$ cat src/rtl/if_fetch_unit_pkg.sv
// Shared constants for the IF stage: stall encoding, bus widths and the fetch FSM states.
// The fetch state is a 2-bit enum so it can be probed hierarchically as a plain vector.
package if_fetch_unit_pkg;

    localparam int          STALL_BUS        = 6;
    localparam logic        STOP             = 1'b1;
    localparam logic        NO_STOP          = 1'b0;
    localparam int          IF_TO_ID_WD      = 33;
    localparam int          BR_WD            = 33;
    localparam logic [31:0] RESET_PC_DEFAULT = 32'hBFC0_0000;
    localparam logic [31:0] PC_STEP          = 32'd4;

    typedef enum logic [1:0] {
        S_REQ  = 2'd0,
        S_WAIT = 2'd1,
        S_HOLD = 2'd2
    } if_state_e;

endpackage

$ cat src/rtl/if_fetch_unit.sv
// IF stage: owns the PC, runs one outstanding request/addr_ok/data_ok SRAM fetch at a time,
// hands {ce, pc} + instruction to ID and applies branch redirects after the delay slot.
//
// Handshakes: inst_sram_req stays high with a stable address until inst_sram_addr_ok is seen;
// data_ok is only honoured in S_WAIT. Towards ID, ce marks a valid instruction and it is
// consumed in any cycle where ce=1 and stall[0] is not Stop.
module if_fetch_unit
    import if_fetch_unit_pkg::*;
#(
    parameter logic [31:0] RESET_PC = RESET_PC_DEFAULT,
    parameter int          STALL_W  = STALL_BUS
) (
    input  logic                   clk,
    input  logic                   rst,
    input  logic [STALL_W-1:0]     stall,
    input  logic [BR_WD-1:0]       br_bus,
    output logic [IF_TO_ID_WD-1:0] if_to_id_bus,
    output logic [31:0]            if_inst,
    output logic                   inst_sram_req,
    output logic [31:0]            inst_sram_addr,
    input  logic                   inst_sram_addr_ok,
    input  logic                   inst_sram_data_ok,
    input  logic [31:0]            inst_sram_rdata,
    output logic                   stallreq_from_if
);

    if_state_e   state_q, state_d;
    logic [31:0] fetch_pc_q, fetch_pc_d;
    logic [31:0] req_pc_q, req_pc_d;
    logic [31:0] br_target_q, br_target_d;
    logic [31:0] hold_inst_q, hold_inst_d;
    logic        br_pend_q, br_pend_d;

    logic        br_e;
    logic [31:0] br_addr;
    logic        stall_if;
    logic        stall_id;
    logic        unused_stall_bits;

    logic        ce;
    logic        req;
    logic [31:0] pc_out;
    logic [31:0] inst_out;
    logic        consume;
    logic        br_cap;

    assign {br_e, br_addr}   = br_bus;
    assign stall_if          = stall[0];
    assign stall_id          = stall[1];
    assign unused_stall_bits = ^stall[STALL_W-1:2];

    always_ff @(posedge clk) begin
        if (!rst) begin
            state_q     <= S_REQ;
            fetch_pc_q  <= RESET_PC;
            req_pc_q    <= '0;
            br_pend_q   <= 1'b0;
            br_target_q <= '0;
            hold_inst_q <= '0;
        end else begin
            state_q     <= state_d;
            fetch_pc_q  <= fetch_pc_d;
            req_pc_q    <= req_pc_d;
            br_pend_q   <= br_pend_d;
            br_target_q <= br_target_d;
            hold_inst_q <= hold_inst_d;
        end
    end

    always_comb begin
        state_d     = state_q;
        fetch_pc_d  = fetch_pc_q;
        req_pc_d    = req_pc_q;
        br_pend_d   = br_pend_q;
        br_target_d = br_target_q;
        hold_inst_d = hold_inst_q;
        ce          = 1'b0;
        req         = 1'b0;
        pc_out      = '0;
        inst_out    = '0;

        case (state_q)
            S_REQ: begin
                // A raised request is never withdrawn, stall or not; stray data_ok is ignored here.
                req = 1'b1;
                if (inst_sram_addr_ok) begin
                    state_d  = S_WAIT;
                    req_pc_d = fetch_pc_q;
                end
            end
            S_WAIT: begin
                if (inst_sram_data_ok) begin
                    ce       = 1'b1;
                    pc_out   = req_pc_q;
                    inst_out = inst_sram_rdata;
                    if (stall_if == STOP) begin
                        hold_inst_d = inst_sram_rdata;
                        state_d     = S_HOLD;
                    end else begin
                        state_d = S_REQ;
                    end
                end
            end
            S_HOLD: begin
                ce       = 1'b1;
                pc_out   = req_pc_q;
                inst_out = hold_inst_q;
                if (stall_if == NO_STOP) begin
                    state_d = S_REQ;
                end
            end
            default: begin
                state_d = S_REQ;
            end
        endcase

        consume = ce && (stall_if == NO_STOP);
        br_cap  = br_e && (stall_id == NO_STOP) && !br_pend_q;

        // The first instruction consumed at or after branch capture is the delay slot.
        if (consume) begin
            if (br_pend_q) begin
                fetch_pc_d = br_target_q;
                br_pend_d  = 1'b0;
            end else if (br_cap) begin
                fetch_pc_d = br_addr;
            end else begin
                fetch_pc_d = req_pc_q + PC_STEP;
            end
        end else if (br_cap) begin
            br_pend_d   = 1'b1;
            br_target_d = br_addr;
        end
    end

    assign inst_sram_req    = rst & req;
    assign inst_sram_addr   = rst ? fetch_pc_q : 32'd0;
    assign if_to_id_bus     = rst ? {ce, pc_out} : '0;
    assign if_inst          = rst ? inst_out : 32'd0;
    assign stallreq_from_if = rst & ~ce;

endmodule

$ cat config.mk
export PLATFORM = sky130hd
export DESIGN_NAME = if_fetch_unit
export DESIGN_NICKNAME = d
export VERILOG_FILES = /design/src/rtl/if_fetch_unit_pkg.sv /design/src/rtl/if_fetch_unit.sv
export SDC_FILE = /design/constraint.sdc
export NUM_CORES = 1
export LEC_CHECK = 0
export ABC_CLOCK_PERIOD_IN_PS = 2500
export BUFFER_PORTS_ARGS = -buffer_cell sky130_fd_sc_hd__buf_2
export CAP_MARGIN = 20
export CELL_PAD_IN_SITES_DETAIL_PLACEMENT = 0
export CELL_PAD_IN_SITES_GLOBAL_PLACEMENT = 1
export CORE_ASPECT_RATIO = 0.75
export CORE_UTILIZATION = 30
export DETAILED_ROUTE_END_ITERATION = 7
export PLACE_DENSITY = 0.68
export SYNTH_ARGS = -nofsm -noshare
export SYNTH_HDL_FRONTEND = slang
export SYNTH_SLANG_ARGS = --single-unit
$ cat constraint.sdc
create_clock -name clk -period 2.5 [get_ports clk]
set_input_delay 0.5 -clock clk [delete_from_list [all_inputs] [get_ports clk]]
set_output_delay 0.5 -clock clk [all_outputs]
set_load 0.02 [all_outputs]
== Word level (Yosys, flattened, before mapping) ==
Cells that the tools add are included.
Word-level totals
  register bits: 131
  latch bits: 0
  RAM bits: 0
  bits in read-only memories: 0
  bits of input ports: 75
  output and inout port bits: 99
  word-level logic and storage cells: 46
  memories: 0
Cells by class
  add/subtract/negate cells: 1
  multipliers: 0
  divide/modulo/power cells: 0
  magnitude comparators: 0
  eq/ne operators: 5
  shifts and indexed selects: 0
  muxes and demuxes: 17
  bitwise gates (word level): 7
  reduce and logical (&&, ||, !) cells: 10
Operator list (number)
  $mux 32: 6
  $pmux 32 s2: 2
  $mux 33: 1
  $add 32x3->32 const B: 1
  $mux 2: 4
  $ne 2x2->1 const B: 3
  $pmux 2 s3: 1
  $reduce_and 3->1: 2
  $not 1->1: 5
  $reduce_and 2->1: 2
  $logic_and 1x1->1: 3
  $and 1x1->1: 2
  $eq 2x1->1 const B: 1
  $eq 2x2->1 const B: 1
  $logic_not 2->1: 1
  $mux 1: 2
  $pmux 1 s2: 1
  $reduce_or 2->1: 1
  $logic_not 1->1: 1

== Logic depth before layout (Yosys ltp) ==
  word-level depth: 5
  depth in mapped cells: 10
  depth with buffers taken out: 7

== Worst setup path after synthesis ==
No wires, ideal clock.
  path type: flip-flop to output port
  start: register state_q[0]
  end: output if_to_id_bus[11]
  data arrival time: 1682 ps
  data required time: 2000 ps
  slack: 318 ps
  cell stages (with the launch flop): 8
  path buffers: 2
  cell sequence: dfxtp_1 inv_1 ha_1 nand2_1 nor2_1 clkbuf_1 clkbuf_1 and2_1
On the way
  cells in the longest elaborated chain, start to end: 3
  elaborated cells on any way between the ends: 4
RTL lines
  from (decl): RTL line if_fetch_unit.sv:27  | if_state_e state_q, state_d;
  from (signal assigned): RTL line if_fetch_unit.sv:61  | state_q <= state_d;
  $eq 2x2->1 / $eq 2x1->1 (equally long branches): RTL line if_fetch_unit.sv:82  | case (state_q)
  $pmux 32 s2 *: RTL line if_fetch_unit.sv:82
  $mux 33 *: RTL line if_fetch_unit.sv:138  | assign if_to_id_bus = rst ? {ce, pc_out} : '0;
  to (decl): RTL line if_fetch_unit.sv:17  | output logic [IF_TO_ID_WD-1:0] if_to_id_bus,
Mark *: on every way between the ends. The rest lies on a longest branch, timed or not.

== Worst setup path after layout ==
  start: register state_q[0]
  end: output if_to_id_bus[0]
Same word-level chain as after synthesis.

==> summary.txt <==
status -> finished clean
Critical Path RT -> 2.00 ns
minimum clock period -> 2.433 ns
wire length per cell -> 17.16 µm
pwr dens -> 676.8 nW/µm²
Setup CP Type -> reg2out
drt initial violations -> 494
Setup TNS Final -> 0 ns
Core Box Area -> 21240 µm²
final wirelength -> 23190 µm
Yosys top cell area share -> 0.4007
DR DRC count -> 0
Post-layout nets -> 1131
Synth Register Bits -> 131
P&R area growth vs syn -> 31.10%
FF-to-FF End -> fetch_pc_q[27]$_SDFFE_PN1P_
top post-synthesis cells by area -> dfxtp_1 40%, nand2_1 13%, a21oi_1 9.8%, and2_1 5.9%, a22oi_1 3.7%
final setup violation count -> 0
drt pass-1 iters -> 5
Root Buffer Master -> clkbuf_16
Antenna Nets Post-Route -> 0
CP max FO -> 6
full die area -> 22420 µm²
Worst Hold Depth -> 3
worst-case clock buffer depth -> 2
vias in the first global route -> 6077
max_slew headroom -> 0.4771
fill count -> 2263
Crit. End Element -> output pin
total gr overflow -> 0
TritonCTS Sinks -> 131
Leakage -> 3.447 nW
dpl hpwl -> 15210 µm
CTS H-tree lvls -> 4
Die Span X -> 172.6 µm
Initial Utilization -> 0.3082
hold endpoint -> br_target_q[12]$_SDFFE_PN0P_
Slew @ Worst Pin -> 0.7815 ns
Cell variety after synth -> 46
clock network fraction of design power -> 0.450
worst vdd ir -> 408.0 µV
chip height -> 129.9 µm
post-synthesis sequential area ratio -> 0.4007
top cell type by total area after synthesis -> dfxtp_1
critical path launch point type -> register
switch share -> 0.2867
num rows -> 46
fin crit share -> 0.9732
HP Class -> in2reg
critical path data arrival time -> 1.93 ns
Final Hold Fails -> 0
Clock Latency Late Sink -> 0.42 ns
Vias -> 6829
I/O Pins -> 174
Vias/cell -> 5.051
IO Port Bufs -> 169
Flop pwr share -> 0.394
Num CTS Buffers -> 17
R2R cell count -> 9
share of layout cells above drive strength 1 -> 0.2462
syn nets -> 972
Max Slew Vio Count -> 0
syn avg cell area -> 7.337 µm²
gpl congestion -> 0.7945
min-delay src -> br_bus[12]
TritonCTS clock tree -> built
maximum clock frequency -> 411.0 MHz
Mapped Cells -> 892
n_diodes -> 0
Warnings, synthesis -> 0
Combinational Power Share -> 0.156
Fin Clk Skew -> 0.008150 ns
pin count of the biggest net entering global routing -> 55
Total GRT Usage -> 0.1992
Internal -> 4.143 mW
clk slew on worst S/H paths -> 0.06 ns
worst r2r src -> state_q[0]$_SDFFE_PN0P_
Pwr Total -> 5.808 mW
Post-Syn Area -> 6545 µm²
Psw -> 1.665 mW
initial antenna violation count -> 0
Max Cap Violations -> 0
reg2reg setup slack -> 0.29 ns
global-route wire length before repair -> 34590 µm
## cell usage after synthesis, drive strengths merged
| library cell | n |
|---|---|
| nand2 | 219 |
| dfxtp | 131 |
| a21oi | 129 |
| and2 | 62 |
| clkbuf | 58 |
| nor2 | 55 |
| a22oi | 32 |
| o21ai | 32 |
| a221oi | 21 |
| buf | 16 |
| nand3 | 16 |
| and3 | 14 |
| nor3 | 14 |
| inv | 11 |
| nor4 | 11 |
| nand4 | 9 |
| o31a | 9 |
| xnor2 | 7 |
| xor2 | 6 |
| a211oi | 5 |
| ha | 5 |
| o211ai | 5 |
| a31oi | 3 |
| and4 | 3 |
| o21a | 3 |
| o221ai | 3 |
| nor2b | 2 |
| or3 | 2 |
| a211o | 1 |
| a221o | 1 |
| a32oi | 1 |
| mux2i | 1 |
| nand2b | 1 |
| nor3b | 1 |
| o2bb2ai | 1 |
| or2 | 1 |
| or3b | 1 |
## worst max-delay path: stages, from the launching register on
cell and delay (ns):
dfxtp_4 0.37, inv_2 0.06, ha_4 0.28, nand2_2 0.08, nor2_4 0.14, buf_12 0.14
buf_12 0.13, and2_1 0.15, buf_2 0.16
## cells by family after synthesis
kind of cell / share of synthesized area
and+or+nand+nor: 0.2902
DFF: 0.4007
AOI/OAI and AO/OA: 0.2279
muxes: 0.001529
adders and majority gates: 0.009558
xor gates and xnor gates: 0.01740
buffers and inverters: 0.05276
## worst max-delay path by stage
| stage | from | endpoint | depth (start not counted) |
|---|---|---|---|
| after floorplan | state_q[0]$_SDFFE_PN0P_ | if_to_id_bus[11] | 7 |
| after global placement | state_q[1]$_SDFFE_PN0P_ | fetch_pc_q[27]$_SDFFE_PN1P_ | 8 |
| after detailed placement | state_q[1]$_SDFFE_PN0P_ | fetch_pc_q[27]$_SDFFE_PN1P_ | 8 |
| after CTS | state_q[0]$_SDFFE_PN0P_ | if_to_id_bus[25] | 7 |
| after global routing | state_q[1]$_SDFFE_PN0P_ | if_to_id_bus[11] | 8 |
| final | state_q[0]$_SDFFE_PN0P_ | if_to_id_bus[0] | 8 |
## what timing repair did
item	in CTS	in global routing
endpoints found under the setup margin	37	65
hold buffers	0	0
cloned	0	3
pin swaps	1	1
hold endpoints to repair	0	0
gates resized for setup	5	19
setup buffers	1	2
## state kept, by name (all words and copies together) (netlist names)
register,count
hold_inst_q,32
state_q,2
req_pc_q,32
fetch_pc_q,32
br_pend_q,1
br_target_q,32
## stage by stage
step / setup WS [ns] / area (µm²) / std cells / utilization / hold WS, ns
detailed placement: 0.2380 / 7790 / 1314 / 0.3668 / 0.4481
CTS: -0.001795 / 8433 / 1347 / 0.3971 / 0.3063
finish: 0.06690 / 8581 / 1352 / 0.4040 / 0.3179
floorplan: 0.3184 / 6545 / 892 / - / 0.4273
global placement: 0.2885 / 7790 / 1314 / 0.3668 / 0.4407
global route: -0.009991 / 8581 / 1352 / 0.4040 / 0.3124
## power groups by stage
stage	Clock, mW	Combinational [mW]	Sequential, mW
final	2.61	0.908	2.29
after global routing	2.75	1.00	2.31
after detailed placement	0	0.856	2.33
after CTS	2.66	0.869	2.28
after floorplan	0	0.533	2.30
after global placement	0	0.851	2.33
## area by class of cell
type                       instances  area [µm²]  area share
multi-input combinational        676        3636      0.4237
clock buffer                      20       456.7     0.05322
sequential                       131        2628      0.3062
timing repair buffer             214        1303      0.1518
clock inverter                    12       155.1     0.01808
inverter                          11       42.54    0.004958
tap                              288       360.3     0.04199
## placed cells by master, fill, tap and decap left out, types with 6 or more instances in the layout
master | synthesis | final
a21oi_1 | 128 | 128
a221oi_1 | 21 | 21
a22oi_1 | 32 | 32
and2_1 | 62 | 62
and3_1 | 13 | 13
buf_2 | 12 | 160
buf_4 | 1 | 45
clkbuf_16 | 0 | 19
dfxtp_1 | 131 | 129
inv_1 | 10 | 8
nand2_1 | 219 | 218
nand3_1 | 16 | 16
nand4_1 | 8 | 8
nor2_1 | 55 | 53
nor3_1 | 14 | 13
nor4_1 | 10 | 10
o21ai_0 | 27 | 27
o31a_1 | 9 | 9
xnor2_1 | 7 | 7
xor2_1 | 6 | 6
## metal layers
metal / GRT usage / part of all wire / vias to the layer above
li1: - / - / 3399
met1: 0.2856 / 0.51 / 3242
met2: 0.2993 / 0.43 / 170
met3: 0.04079 / 0.049 / 18
met4: 0.05987 / 0.011 / 0
met5: 0 / 0 / -
No activity file was read; power rests on OpenSTA's default activity.
